`src/rtl/nonogram_pkg.sv`:
```
// rtl/nonogram_pkg.sv - shared states, LED bit map and board size defaults for the solve sequencer
package nonogram_pkg;

  typedef enum logic [1:0] {
    ST_RECEIVE  = 2'd0,
    ST_SOLVE    = 2'd1,
    ST_TRANSMIT = 2'd2,
    ST_ERROR    = 2'd3
  } seq_state_t;

  localparam int LED_STATE_LSB = 0;
  localparam int LED_STATE_MSB = 1;
  localparam int LED_OVERFLOW  = 2;
  localparam int LED_TIMEOUT   = 3;
  localparam int LED_LINES     = 4;
  localparam int LED_BOARD_LSB = 5;
  localparam int LED_BOARD_MSB = 6;
  localparam int LED_HEARTBEAT = 7;

  localparam int MAX_ROWS = 11;
  localparam int MAX_COLS = 11;

endpackage

```
`src/rtl/watchdog_timer.sv`:
```
// rtl/watchdog_timer.sv - free-running cycle counter flagging its last count before wrapping
module watchdog_timer #(
  parameter int LIMIT = 100
) (
  input  logic clk_100mhz,
  input  logic rst,
  input  logic clear,
  input  logic enable,
  output logic expired
);

  localparam int CW = (LIMIT > 1) ? $clog2(LIMIT) : 1;
  localparam logic [CW-1:0] LAST = CW'(LIMIT - 1);

  logic [CW-1:0] count;

  // Wraps on its last count so the same block can serve as a periodic tick.
  always_ff @(posedge clk_100mhz) begin
    if (rst || clear) begin
      count <= '0;
    end else if (enable) begin
      count <= (count == LAST) ? '0 : count + 1'b1;
    end
  end

  assign expired = enable && (count == LAST);

endmodule

```
`src/rtl/solve_sequencer.sv`:
```
// rtl/solve_sequencer.sv - receive/solve/transmit sequencer arbitrating FIFO writes between parser and solver
module solve_sequencer
  import nonogram_pkg::*;
#(
  parameter int LINE_W           = 16,
  parameter int TIMEOUT_CYCLES   = 100_000_000,
  parameter int HEARTBEAT_CYCLES = 50_000_000,
  parameter int MAX_LINES        = 22
) (
  input  logic                           clk_100mhz,
  input  logic                           rst,
  input  logic                           parse_write,
  input  logic [LINE_W-1:0]              parse_line,
  input  logic                           parsed,
  input  logic                           solve_write,
  input  logic [LINE_W-1:0]              solve_line,
  input  logic                           solved,
  input  logic                           assembled,
  input  logic                           fifo_full,
  input  logic [$clog2(MAX_LINES+1)-1:0] expected_lines,
  output logic                           fifo_wr_en,
  output logic [LINE_W-1:0]              fifo_din,
  output logic                           solve_start,
  output logic                           assemble_start,
  output logic [1:0]                     state_out,
  output logic [7:0]                     led
);

  localparam int LCW = $clog2(MAX_LINES + 1);

  seq_state_t     state;
  logic [LCW-1:0] line_cnt;
  logic [2:0]     board_cnt;
  logic           flag_overflow;
  logic           flag_timeout;
  logic           flag_lines;
  logic           heartbeat;

  logic sel_write;
  logic overflow_hit;
  logic wd_enable;
  logic wd_clear;
  logic wd_expired;
  logic hb_tick;

  always_comb begin
    sel_write = 1'b0;
    fifo_din  = '0;
    case (state)
      ST_RECEIVE: begin
        sel_write = parse_write;
        fifo_din  = parse_line;
      end
      ST_SOLVE: begin
        sel_write = solve_write;
        fifo_din  = solve_line;
      end
      default: ;
    endcase
  end

  assign overflow_hit = sel_write & fifo_full;
  assign fifo_wr_en   = sel_write & ~fifo_full;

  // Clear on every cycle that leaves the current state so each timed state starts at zero.
  assign wd_enable = (state == ST_SOLVE) || (state == ST_TRANSMIT);
  assign wd_clear  = !wd_enable || overflow_hit ||
                     ((state == ST_SOLVE) && solved) ||
                     ((state == ST_TRANSMIT) && assembled);

  watchdog_timer #(
    .LIMIT (TIMEOUT_CYCLES)
  ) u_watchdog (
    .clk_100mhz (clk_100mhz),
    .rst        (rst),
    .clear      (wd_clear),
    .enable     (wd_enable),
    .expired    (wd_expired)
  );

  watchdog_timer #(
    .LIMIT (HEARTBEAT_CYCLES)
  ) u_heartbeat (
    .clk_100mhz (clk_100mhz),
    .rst        (rst),
    .clear      (1'b0),
    .enable     (1'b1),
    .expired    (hb_tick)
  );

  always_ff @(posedge clk_100mhz) begin
    if (rst) begin
      state          <= ST_RECEIVE;
      line_cnt       <= '0;
      board_cnt      <= '0;
      flag_overflow  <= 1'b0;
      flag_timeout   <= 1'b0;
      flag_lines     <= 1'b0;
      heartbeat      <= 1'b0;
      solve_start    <= 1'b0;
      assemble_start <= 1'b0;
    end else begin
      solve_start    <= 1'b0;
      assemble_start <= 1'b0;
      if (hb_tick) begin
        heartbeat <= ~heartbeat;
      end
      // A rejected write is fatal regardless of any completion pulse in the same cycle.
      if (overflow_hit) begin
        state         <= ST_ERROR;
        flag_overflow <= 1'b1;
      end else begin
        case (state)
          ST_RECEIVE: begin
            if (parse_write && (line_cnt != LCW'(MAX_LINES))) begin
              line_cnt <= line_cnt + 1'b1;
            end
            if (parsed) begin
              if (line_cnt == expected_lines) begin
                state       <= ST_SOLVE;
                solve_start <= 1'b1;
              end else begin
                state      <= ST_ERROR;
                flag_lines <= 1'b1;
              end
            end
          end
          ST_SOLVE: begin
            if (solved) begin
              state          <= ST_TRANSMIT;
              assemble_start <= 1'b1;
            end else if (wd_expired) begin
              state        <= ST_ERROR;
              flag_timeout <= 1'b1;
            end
          end
          ST_TRANSMIT: begin
            if (assembled) begin
              state     <= ST_RECEIVE;
              board_cnt <= board_cnt + 1'b1;
              line_cnt  <= '0;
            end else if (wd_expired) begin
              state        <= ST_ERROR;
              flag_timeout <= 1'b1;
            end
          end
          default: ;
        endcase
      end
    end
  end

  assign state_out = state;

  assign led[LED_STATE_MSB:LED_STATE_LSB] = state;
  assign led[LED_OVERFLOW]                = flag_overflow;
  assign led[LED_TIMEOUT]                 = flag_timeout;
  assign led[LED_LINES]                   = flag_lines;
  assign led[LED_BOARD_MSB:LED_BOARD_LSB] = board_cnt[1:0];
  assign led[LED_HEARTBEAT]               = heartbeat;

endmodule

```
`config.mk`:
```
export PLATFORM = sky130hd
export DESIGN_NAME = solve_sequencer
export DESIGN_NICKNAME = d
export VERILOG_FILES = /design/src/rtl/nonogram_pkg.sv /design/src/rtl/watchdog_timer.sv /design/src/rtl/solve_sequencer.sv
export SDC_FILE = /design/constraint.sdc
export NUM_CORES = 1
export LEC_CHECK = 0
export ABC_AREA = 1
export ABC_CLOCK_PERIOD_IN_PS = 1900
export BUFFER_PORTS_ARGS = -buffer_cell sky130_fd_sc_hd__buf_2
export CAP_MARGIN = 20
export CELL_PAD_IN_SITES_DETAIL_PLACEMENT = 1
export CELL_PAD_IN_SITES_GLOBAL_PLACEMENT = 1
export CORE_ASPECT_RATIO = 0.75
export CORE_MARGIN = 1
export CORE_UTILIZATION = 40
export CTS_CLUSTER_DIAMETER = 60
export CTS_CLUSTER_SIZE = 24
export DETAILED_ROUTE_END_ITERATION = 10
export GPL_ROUTABILITY_DRIVEN = 0
export GPL_TIMING_DRIVEN = 0
export PLACE_DENSITY_LB_ADDON = 0.05
export SLEW_MARGIN = 20
export SYNTH_ARGS = -nofsm -noshare
export SYNTH_HDL_FRONTEND = slang
export SYNTH_SLANG_ARGS = --single-unit
export TNS_END_PERCENT = 50
```
`constraint.sdc`:
```
create_clock -name clk_100mhz -period 1.9 [get_ports clk_100mhz]
set_input_delay 0.38 -clock clk_100mhz [delete_from_list [all_inputs] [get_ports clk_100mhz]]
set_output_delay 0.38 -clock clk_100mhz [all_outputs]
set_load 0.03 [all_outputs]
```
* Yosys cells after proc, flatten, opt, wreduce, memory -nomap -nowiden *
Index checks and enable logic that the tools add are counted.

word-level totals
  flip-flop bits (word level) = 69
  output and inout port bits = 29
  logic and storage cells = 76

cells by class
  $add $sub $neg = 4
  eq/ne operators = 11
  muxes and demuxes = 19
  bitwise gates (word level) = 9
  reduce and logical (&&, ||, !) cells = 22

operators by type and width
  operator                                       count
  one-hot mux 16 bit (2 select lines)            1
  adder 27 x 1 -> 27 bit, second input constant  1
  == test 27 bit, second input constant          1
  2-to-1 mux 27 bit                              1
  adder 26 x 1 -> 26 bit, second input constant  1
  == test 26 bit, second input constant          1
  2-to-1 mux 2 bit                               6
  AND reduction 4 bit                            3
  2-to-1 mux 5 bit                               2
  one-hot mux 5 bit (2 select lines)             1
  != test 2 bit, second input constant           4
  NOT 1 bit                                      7
  one-hot mux 2 bit (3 select lines)             1
  adder 5 x 1 -> 5 bit, second input constant    1
  == test 5 bit                                  1
  logical OR 1 bit                               5
  2-to-1 mux 1 bit                               5
  != test 5 bit, second input constant           1
  logical AND 1 bit                              4
  one-hot mux 1 bit (2 select lines)             2
  nonzero test 2 bit                             2
  nonzero test 4 bit                             1
  OR reduction 4 bit                             1
  adder 3 x 1 -> 3 bit, second input constant    1
  10 further kinds                               11

* Depth between registers and ports, before layout *
Gate-level depths: netlist (run 1).

  depth in word-level cells = 7
  gate-level depth with buffers = 11
  gate-level depth less buffers = 10

* Modules after synthesis *
Synthesis (run 1) repeated with hierarchy kept, for this count alone.

second synthesis, totals
  cells, all modules = 665
  area total of the unflattened synthesis = 4351.7 µm²

modules (own cells, without submodules)
  module                        times used  cells each  area each (µm²)  sequential area each (µm²)
  watchdog_timer (u_heartbeat)  1           239         1564.0           520.5
  watchdog_timer (u_watchdog)   1           214         1466.4           540.5
  solve_sequencer               1           212         1321.3           300.3

* Worst setup path before layout (run 1) *
Ideal clock, no wire load.

  path kind = reg2out
  start = register state[0] (netlist: state_out[0])
  end = output fifo_din[10]
  arrival time = 1.632 ns
  path slack = -0.112 ns
  cell stages (with the launch flop) = 6
  path through = dfxtp_1 inv_1 ha_1 clkbuf_1 buf_2 a22o_1

on the way
  cells in the longest elaborated chain, start to end = 2
  elaborated cells between the ends (all ways) = 3
  classes of those cells = 1 x eq/ne; 1 x mux; 1 x reduce/logical

RTL lines
  item                                                       RTL line                text
  start: declaration                                         solve_sequencer.sv:31   seq_state_t state;
  start signal: assignment                                   solve_sequencer.sv:93   state <= ST_RECEIVE;
  start signal: assignment                                   solve_sequencer.sv:110  state <= ST_ERROR;
  start signal: assignment                                   solve_sequencer.sv:120  state <= ST_SOLVE;
  == test 2 x 1 -> 1 bit or zero test 2 bit (tied branches)  solve_sequencer.sv:49   case (state)
  one-hot mux 16 bit (2 select lines) (*)                    solve_sequencer.sv:49
  end: declaration                                           solve_sequencer.sv:22   output logic [LINE_W-1:0] fifo_din,

Every way passes the cells marked *; elsewhere a longest branch is shown, timed or not.

* Worst setup path after layout (run 1) *
  start = register state[0] (netlist: state_out[0])
  end = output fifo_din[7]

The elaborated chain is that of the path after synthesis.

==> reports/results.ini, run 1 <==
[outcome]
status=finished with violations
violations=negative setup slack

[setup_path]
crit_chain=inv_4 > ha_4 > buf_8 > buf_8 > a22o_1 > buf_6
cp-end-kind=output pin
cp_max_fo=6
crit_path_start_kind=register
cp.required_ns=1.52
critPathMaxStageDelay_ns=0.38
arrival_ns=1.57
critPathSlowestCell=dfxtp_4
worstSetupPathType=register to output pin
crit_top_cell=buf_8
cpLargestDelayFamily=buffers and inverters
path_buf_inv=4

[route]
via_per_inst=5.11
ant_nets=0
drtIter0Drc=197
routed_wirelength_mm=14.0
dr.pass1.iters=4
drc_errors=0
wl_per_cell_um=16.3
vias=4398

[logic_synthesis]
syn_area_per_cell_um2=6.90
synthFlopType=dfxtp_1
synth_edf_count=0
synthesis.yosys.warnings=0
yosysUniqueCellTypes=43
synthCells=612
synth-seq-cells=68
async_flop_share=0
synth_seq_area_share=0.322
syn-cell-area_um2=4220
syn-num-nets=665

[layout]
fin_nets=772
area_growth_pct=30.9
fillers=1336
drive_gt1_frac=0.297
diodes=0
utilization=0.537
fin_cells=860
final_cell_area_um2=5530

[sta]
worst_pin_slew_ns=0.496
maxSlewViolCount=0
skew_ns=0.00774
fin_setup_tns_ns=-0.449
fmax_ghz=0.513
hold_violations=0
min_period_ns=1.95
setup_ws_ns=-0.0506
setup_viol=15
finalCritPeriodShare=1.03
rsz0062_at_grt=yes
slew_headroom=0.668

[cts]
postCtsHoldBufs=0
h-tree-depth=3
worstSkewPairLatency_ns=0.35
clkSinkCount=68
root_buffer=clkbuf_16
cts_tree=yes
ctsLongestPathBuffers=2
cts_buffers=9
path_clk_slew_ns=0.06

[floorplan]
dieWidth_um=121
start_util=0.411
pin_count=74
dieHeight_um=91.0
core_area_um2=10300
row_count=32
die_area_um2=11000

[placed_design]
dp_cells=820
placed_area_um2=4760
numPortBuffers=72
place_hpwl_mm=10.1
pre_cts_ws_ns=-0.244

[global_route]
antenna_found_initial=0
grt_pass1_vias=4520
grt.overflow.total=0
grt_usage=0.264
grt_max_degree=13
grt_pass1_wl_mm=22.5

[pwr]
p_per_area_nw_per_um2=1190
leakagePower_nw=2.26
peakVddDrop_uv=813

[worst_hold_path]
hp-class=primary input to register

[job]
drv_cap=0

-- report_power, final --
part | total (W) | internal (W) | switching (W)
registers | 0.00159 | 0.00151 | 0.0000803
clock network | 0.00173 | 0.00105 | 0.000679
logic | 0.00324 | 0.00150 | 0.00174
-- kinds of logic (layout without fill, tap and decap cells) --
family | after synthesis | after routing | share of synthesized area
buffers and inverters | 100 | 212 | 0.107
AO/OA/AOI/OAI | 64 | 64 | 0.0969
XOR/XNOR | 21 | 21 | 0.0435
adder cells (fa/ha/maj) | 8 | 8 | 0.0237
AND/OR/NAND/NOR | 351 | 351 | 0.407
flip-flops | 68 | 68 | 0.322
-- timing repair --
item                                    in CTS  in global routing
resized for setup                           58                 15
setup buffers                               10                 14
endpoints found under the hold margin        0                  0
gates cloned                                 1                  1
pin swaps                                    7                  7
endpoints found under the setup margin      34                 64
-- final timing paths --
path | from | end | slack [ns] | cells after the start
max | state_out[0] | fifo_din[7] | -0.05 | 6
min | rst | flag_lines | 0.25 | 2
max reg2reg | state_out[0] | line_cnt[1] | 0.11 | 11
min reg2reg | flag_lines | flag_lines | 0.46 | 2
-- synthesized netlist by cell type, types with 4 or more instances --
master	instances	share of area
nor3_1	16	0.019
nor2_2	17	0.025
a22o_1	16	0.033
buf_4	10	0.018
nand2_2	21	0.031
a21oi_1	31	0.037
xor2_1	15	0.031
nor2_1	90	0.080
inv_2	9	0.0080
ha_1	8	0.024
nand4_1	20	0.030
nor2_4	8	0.021
xnor2_1	6	0.012
nand3_1	35	0.041
nand2_1	123	0.11
dfxtp_1	68	0.32
o21ai_0	9	0.011
or2_0	4	0.0059
inv_1	69	0.061
-- sequential cells by signal, summed over array words and instances, names as in the netlist --
name,count
state_out,2
flag_timeout,1
line_cnt,5
solve_start,1
assemble_start,1
flag_lines,1
heartbeat,1
u_heartbeat.count,26
u_watchdog.count,27
board_cnt,2
flag_overflow,1
-- worst reg2reg max path, delay by kind of cell, from the launching register on --
kind	cells	cell delay, ns
buffers and inverters	5	0.54
and+or+nand+nor	2	0.21
DFF	1	0.38
adders and majority gates	1	0.18
AOI/OAI and AO/OA	3	0.42
-- cell type report --
cell class | instances | area [µm²] | share of cell area
multi-input cells | 444 | 2480 | 0.449
repair buffers | 97 | 712 | 0.129
flip-flops and latches | 68 | 1370 | 0.248
well taps | 136 | 170 | 0.0308
plain buffers | 16 | 163 | 0.0294
clock inverters | 6 | 63.8 | 0.0115
clock buffers | 10 | 239 | 0.0432
inverters | 83 | 333 | 0.0602
-- metal layers --
metal,vias to the layer above,global-route usage,part of all wire
li1,2175,-,-
met1,2085,0.344,0.46
met2,127,0.434,0.47
met3,11,0.0641,0.057
met4,0,0.0700,0.010
met5,-,0,0
-- through the flow --
step / power, W / hold slack [ns]
2_1_floorplan: 0.00317 / 0.429
3_3_place_gp: 0.00370 / 0.442
3_5_place_dp: 0.00373 / 0.443
4_1_cts: 0.00612 / 0.244
5_1_grt: 0.00684 / 0.256
6_report: 0.00655 / 0.249
-- cells in the final DEF (no fill, tap or decap), types with 6 or more instances in the layout --
cell,count
nand3_1,33
inv_1,66
a21oi_1,31
nand4_1,20
nand2_1,123
nor2_4,10
nand2_2,19
xor2_1,15
clkbuf_16,10
nor2_1,88
inv_2,9
xnor2_1,6
nor2_2,17
dfxtp_1,66
buf_2,55
nor3_1,16
o21ai_0,9
buf_4,28
a22o_1,15
buf_6,22
No activity file was read; power rests on OpenSTA's default activity.
==> inputs of run 2 (changes only) <==
Settings changed: TNS_END_PERCENT 50 to 30.
==> run 2 against run 1 <==
Effect of this change: the run still ends with negative setup slack left; non-clock buffer count decreased by 2; sequential power about the same; sequential share of layout area about the same; clock skew decreased by 0.0011 ns; die area unchanged; highest routed layer unchanged; register-to-register slack about the same; cell count decreased by 0.23%; global-route usage unchanged; worst hold slack improved by 0.0014 ns; core utilization decreased by 0.097 points; clock power about the same; wire length decreased by 0.74%; critical endpoint unchanged.
==> reports/results.ini, run 2 (synthesis gave the netlist of run 1 again) <==
[setup_path]
cp.required_ns=1.52  ; about the same
cp_max_fo=6  ; unchanged
worstSetupPathType=register to output pin  ; unchanged
crit_path_start_kind=register  ; unchanged
cp-end-kind=output pin  ; unchanged
arrival_ns=1.57  ; about the same

[route]
met2_length_mm=6.57  ; was 6.59 mm
ant_nets=0  ; unchanged
via_per_inst=5.10  ; was 5.11
wl_met1_mm=6.25  ; was 6.46 mm
wl_per_cell_um=16.2  ; was 16.3 µm
drtIter0Drc=169  ; was 197
drc_errors=0  ; unchanged
vias=4377  ; was 4,398
highest_layer=met4  ; unchanged
dr.pass1.iters=4  ; unchanged
wl_met3_um=920  ; was 797 µm
routed_wirelength_mm=13.9  ; was 14.0 mm

[layout]
fin_nets=770  ; was 772
largest_reg_flops=27  ; unchanged
fillers=1335  ; was 1,336
area_growth_pct=30.7  ; was 30.9%
diodes=0  ; unchanged
top_register=u_watchdog.count  ; unchanged
final_common_cell=nand2_1  ; unchanged
multi_input_area_um2=2490  ; was 2480 µm²
final_cell_mix=nand2_1, nor2_1, inv_1, dfxtp_1, buf_2  ; unchanged
reg_top3=u_watchdog.count (27), u_heartbeat.count (26), line_cnt (5)  ; unchanged
drive_gt1_frac=0.298  ; was 0.297
final-seq-area_um2=1370  ; unchanged

[global_route]
antenna_found_initial=0  ; unchanged
grt_usage=0.264  ; unchanged
grt_max_degree=13  ; unchanged
grt_pass1_vias=4526  ; was 4,520
grt_pass1_wl_mm=22.5  ; unchanged
grt.overflow.total=0  ; unchanged

[sta]
finalCritPeriodShare=1.03  ; about the same
rsz0062_at_grt=yes  ; unchanged
slew_headroom=0.668  ; about the same
fmax_ghz=0.512  ; was 0.513 GHz
setup_ws_ns=-0.0530  ; was -0.0506 ns
maxSlewViolCount=0  ; unchanged
setup_viol=15  ; unchanged
skew_ns=0.00666  ; was 0.00774 ns
hold_violations=0  ; unchanged
worst_pin_slew_ns=0.497  ; was 0.496 ns
min_period_ns=1.95  ; about the same

[pwr]
p_total_w=0.00649  ; was 0.00655 W
switching_power_w=0.00247  ; was 0.00250 W
pwr-share-clk=0.265  ; was 0.264
power_frac_comb=0.490  ; was 0.494
p_per_area_nw_per_um2=1180  ; was 1190 nW/µm²
p_sw_frac=0.380  ; was 0.381
seqPwrFrac=0.245  ; was 0.242
power.internal_w=0.00402  ; was 0.00406 W
peakVddDrop_uv=833  ; was 813 µV
leakagePower_nw=2.25  ; was 2.26 nW

[floorplan]
dieWidth_um=121  ; unchanged
dieHeight_um=91.0  ; unchanged
pin_count=74  ; unchanged
die_area_um2=11000  ; unchanged
row_count=32  ; unchanged
start_util=0.411  ; unchanged
core_area_um2=10300  ; unchanged

[cts]
h-tree-depth=3  ; unchanged
cts_buffers=9  ; unchanged
worstSkewPairLatency_ns=0.34  ; was 0.35 ns
path_clk_slew_ns=0.06  ; about the same
cts_tree=yes  ; unchanged
postCtsHoldBufs=0  ; unchanged
ctsLongestPathBuffers=2  ; unchanged
clkSinkCount=68  ; unchanged
root_buffer=clkbuf_16  ; unchanged

[outcome]
violations=negative setup slack  ; unchanged
status=finished with violations  ; unchanged

[worst_hold_path]
hp-class=primary input to register  ; unchanged

[placed_design]
numPortBuffers=72  ; unchanged
pre_cts_ws_ns=-0.244  ; unchanged
place_hpwl_mm=10.1  ; unchanged

[job]
drv_cap=0  ; unchanged

-- run 2: cell count changes in the layout (fill, tap and decap cells not counted) --
cell / change
buf_4: -2
nand2_1: -1
nand2_2: +1
or2_1: -1
or2_4: +1
-- run 2: power groups by stage --
stage | clock network, W | registers (W) | logic [W]
2_1_floorplan | 0 | 0.00164 | 0.00152
3_3_place_gp | 0 | 0.00161 | 0.00209
3_5_place_dp | 0 | 0.00161 | 0.00212
4_1_cts | 0.00176 | 0.00158 | 0.00278
5_1_grt | 0.00182 | 0.00160 | 0.00337
6_report | 0.00172 | 0.00159 | 0.00318
-- run 2: routing by layer --
| metal | track usage | vias to the layer above |
|---|---|---|
| met1 | 0.344 | 2068 |
| met5 | 0 | - |
| met2 | 0.434 | 129 |
| met4 | 0.0700 | 0 |
| li1 | - | 2169 |
| met3 | 0.0641 | 11 |
-- run 2: worst paths after layout --
kind,start,to,slack (ns),cells after the start
setup / recovery,state_out[0],fifo_din[7],-0.05,6
hold / removal,rst,flag_lines,0.25,2
setup reg to reg,state_out[0],line_cnt[4],0.11,11
hold reg to reg,flag_lines,flag_lines,0.46,2
-- run 2: worst max-delay path, stage by stage (launching register included) --
cell,delay [ns]
dfxtp_4,0.37
inv_4,0.04
ha_4,0.16
buf_8,0.14
buf_8,0.13
a22o_1,0.24
buf_6,0.14
-- run 2: repair_timing --
item | CTS | global route
endpoints found under the setup margin | 34 | 64
resized for setup | 58 | 17
endpoints found under the hold margin | 0 | 0
gates cloned | 1 | 1
setup buffers | 10 | 12
pin swaps | 7 | 8
-- run 2: layout make-up --
class	count	share of cell area
clock buffers	10	0.0433
repair buffers	95	0.126
flip-flops and latches	68	0.248
well taps	136	0.0308
plain buffers	16	0.0295
inverters	83	0.0603
multi-input cells	444	0.450
clock inverters	6	0.0116
-- run 2: metrics by stage --
step / hold WS (ns) / cell area [µm²] / TNS (ns) / util / std cells
5_1_grt: 0.255 / 5520 / -1.29 / 0.536 / 858
6_report: 0.250 / 5520 / -0.419 / 0.536 / 858
3_3_place_gp: 0.442 / 4760 / -1.81 / 0.462 / 820
2_1_floorplan: 0.429 / 4230 / 0 / - / 612
3_5_place_dp: 0.443 / 4760 / -2.71 / 0.462 / 820
4_1_cts: 0.244 / 5350 / -0.907 / 0.520 / 847
==> inputs of run 3 (changes only) <==
Settings changed: ABC_AREA 1 to default.
==> run 3 against run 2 <==
Effect of this change: the run still ends with negative setup slack left; register-to-register slack got worse by 0.38 ns; synthesized area fell by 18%; via count shrank 23%; critical path type is now register to register; highest routed layer unchanged.
==> reports/results.ini, run 3 <==
[cts]
worstSkewPairLatency_ns=0.33  ; was 0.34 ns
cts_tree=yes  ; unchanged
path_clk_slew_ns=0.05  ; was 0.06 ns
cts_buffers=9  ; unchanged
ctsLongestPathBuffers=2  ; unchanged
postCtsHoldBufs=0  ; unchanged
root_buffer=clkbuf_16  ; unchanged
clkSinkCount=68  ; unchanged
h-tree-depth=3  ; unchanged

[setup_path]
crit_path_start_kind=register  ; unchanged
arrival_ns=2.43  ; was 1.57 ns
cp-end-kind=register  ; was output pin
crit_chain=inv_4 > ha_4 > a22o_4 > and2_4 > a2111o_1 > or4_4 > a21oi_2  ; was inv_4 > ha_4 > buf_8 > buf_8 > a22o_1 > buf_6
cp_max_fo=7  ; was 6
worstSetupPathType=register to register  ; was register to output pin
critPathMaxStageDelay_ns=0.52  ; was 0.37 ns
cp.required_ns=2.16  ; was 1.52 ns
critPathSlowestCell=or4_4  ; was dfxtp_4

[floorplan]
die_area_um2=9040  ; was 11,000 µm²
dieHeight_um=82.6  ; was 91.0 µm
core_area_um2=8130  ; was 10,300 µm²
pin_count=74  ; unchanged
row_count=28  ; was 32
dieWidth_um=109  ; was 121 µm
start_util=0.426  ; was 0.411

[logic_synthesis]
async_flop_share=0  ; unchanged
synth_seq_area_share=0.393  ; was 0.322
synthCells=415  ; was 612
synthesis.yosys.warnings=0  ; unchanged
synth_edf_count=0  ; unchanged
yosysUniqueCellTypes=43  ; unchanged
synth-seq-cells=68  ; unchanged
syn-num-nets=468  ; was 665
syn_area_per_cell_um2=8.34  ; was 6.90 µm²
syn-cell-area_um2=3460  ; was 4220 µm²
synth.cells.most_frequent=dfxtp_1, nor2_1, xor2_1, nand2_1, nand3_1  ; was nand2_1, nor2_1, inv_1, dfxtp_1, nand3_1
synthFlopType=dfxtp_1  ; unchanged
synth_top_cell_by_area=dfxtp_1  ; unchanged
synth_top_area_share=0.393  ; was 0.322
synthMostInstantiatedCell=dfxtp_1  ; was nand2_1
synthTopCellsByArea=dfxtp_1, xor2_1, nor2_1, xnor2_1, a22o_1  ; was dfxtp_1, nand2_1, nor2_1, inv_1, nand3_1

[sta]
min_period_ns=2.17  ; was 1.95 ns
maxSlewViolCount=0  ; unchanged
slew_headroom=0.563  ; was 0.668
hold_violations=0  ; unchanged
setup_ws_ns=-0.274  ; was -0.0530 ns
finalCritPeriodShare=1.14  ; was 1.03
worst_pin_slew_ns=0.649  ; was 0.497 ns
skew_ns=0.00524  ; was 0.00666 ns
holdWs_ns=0.320  ; was 0.250 ns
fmax_ghz=0.460  ; was 0.512 GHz
fin_setup_tns_ns=-7.31  ; was -0.419 ns
setup_viol=44  ; was 15
rsz0062_at_grt=yes  ; unchanged

[layout]
top_register=u_watchdog.count  ; unchanged
area_growth_pct=40.0  ; was 30.7%
final_common_cell=nor2_1  ; was nand2_1
largest_reg_flops=27  ; unchanged
final_cell_mix=nor2_1, buf_2, dfxtp_1, xor2_1, nand2_1  ; was nand2_1, nor2_1, inv_1, dfxtp_1, buf_2
diodes=0  ; unchanged
drive_gt1_frac=0.316  ; was 0.298
fin_nets=570  ; was 770
reg_top3=u_watchdog.count (27), u_heartbeat.count (26), line_cnt (5)  ; unchanged

[pwr]
switching_power_w=0.00209  ; was 0.00247 W
p_per_area_nw_per_um2=1200  ; was 1180 nW/µm²
leakagePower_nw=1.95  ; was 2.25 nW
seqPwrFrac=0.278  ; was 0.245
p_sw_frac=0.359  ; was 0.380
pwr-share-clk=0.276  ; was 0.265
power.internal_w=0.00373  ; was 0.00402 W
peakVddDrop_uv=833  ; about the same
p_total_w=0.00582  ; was 0.00649 W
power_frac_comb=0.446  ; was 0.490

[global_route]
grt_pass1_vias=3499  ; was 4,526
grt_pass1_wl_mm=16.7  ; was 22.5 mm
grt.overflow.total=0  ; unchanged
antenna_found_initial=0  ; unchanged
grt_max_degree=12  ; was 13
grt_usage=0.241  ; was 0.264

[route]
ant_nets=0  ; unchanged
drtIter0Drc=103  ; was 169
routed_wirelength_mm=10.2  ; was 13.9 mm
via_per_inst=5.41  ; was 5.10
vias=3390  ; was 4,377
dr.pass1.iters=4  ; unchanged
drc_errors=0  ; unchanged
wl_per_cell_um=16.3  ; was 16.2 µm

[placed_design]
numPortBuffers=73  ; was 72
pre_cts_ws_ns=-0.530  ; was -0.244 ns
place_hpwl_mm=7.02  ; was 10.1 mm

[worst_hold_path]
hp-class=primary input to register  ; unchanged

[outcome]
status=finished with violations  ; unchanged
violations=negative setup slack  ; unchanged

[job]
drv_cap=0  ; unchanged

## run 3: cell count changes in the layout (fill, tap and decap cells not counted), moves of 9 or more
cell,delta
nand2_1,-97
inv_1,-54
nor2_1,-24
nand2_2,-20
a21oi_1,-18
xnor2_1,+18
nor2_2,-16
xor2_1,+13
nor2_4,-10
inv_2,-9
nand3_1,-9
## run 3: per-stage QoR
step	cell area, µm²	util	cells
floorplan	3570	-	415
global placement	4070	0.500	593
detailed placement	4070	0.500	593
CTS	4750	0.584	623
global route	4850	0.596	627
finish	4850	0.596	627
## run 3: timing repair
action	in CTS	in global routing
resized for setup	75	14
pin swaps	13	4
gates cloned	1	0
buffers inserted	13	4
endpoints found under the setup margin	77	74
## run 3: path summary, 6_finish.rpt
path	startpoint	end	slack [ns]	cells after the start
worst max-delay path	state_out[0]	line_cnt[3]	-0.27	7
worst min-delay path	solved	assemble_start	0.32	3
worst max register to register	state_out[0]	line_cnt[3]	-0.27	7
worst min register to register	u_heartbeat.count[0]	u_heartbeat.count[0]	0.45	1
## run 3: kinds of logic after synthesis
family,after synthesis,share of synthesized area
AO/OA/AOI/OAI,54,0.107
XOR/XNOR,52,0.132
adder cells (fa/ha/maj),8,0.0289
buffers and inverters,38,0.0502
flip-flops,68,0.393
multiplexers,2,0.00578
AND/OR/NAND/NOR,193,0.283
## run 3: layout make-up
cell class | count | area, µm²
Inverter | 14 | 57.6
Sequential cell | 68 | 1380
Clock buffer | 13 | 270
Multi-Input combinational cell | 309 | 2160
Timing Repair Buffer | 91 | 611
Fill cell | 974 | 3280
Buffer | 24 | 221
Tap cell | 105 | 131
Clock inverter | 3 | 18.8
## run 3: worst max-delay path, delay by kind of cell (launching register included)
family,cells,cell delay (ns)
buf+inv,1,0.05
flops,1,0.38
simple gates,2,0.67
compound gates,3,0.84
fa+ha+maj,1,0.16
## run 3: routing by layer
layer	vias to the layer above	global-route usage	wire length (µm)
li1	1648	-	-
met1	1646	0.302	4810
met2	82	0.414	4880
met3	14	0.0479	373
met4	0	0.0880	170
met5	-	0	0
## run 3: power by group through the flow
stage	sequential (W)	combinational (W)	clock (W)
after floorplan	0.00168	0.00129	0
after global placement	0.00165	0.00178	0
after detailed placement	0.00166	0.00182	0
after CTS	0.00161	0.00247	0.00163
after global routing	0.00163	0.00278	0.00168
final	0.00162	0.00260	0.00160
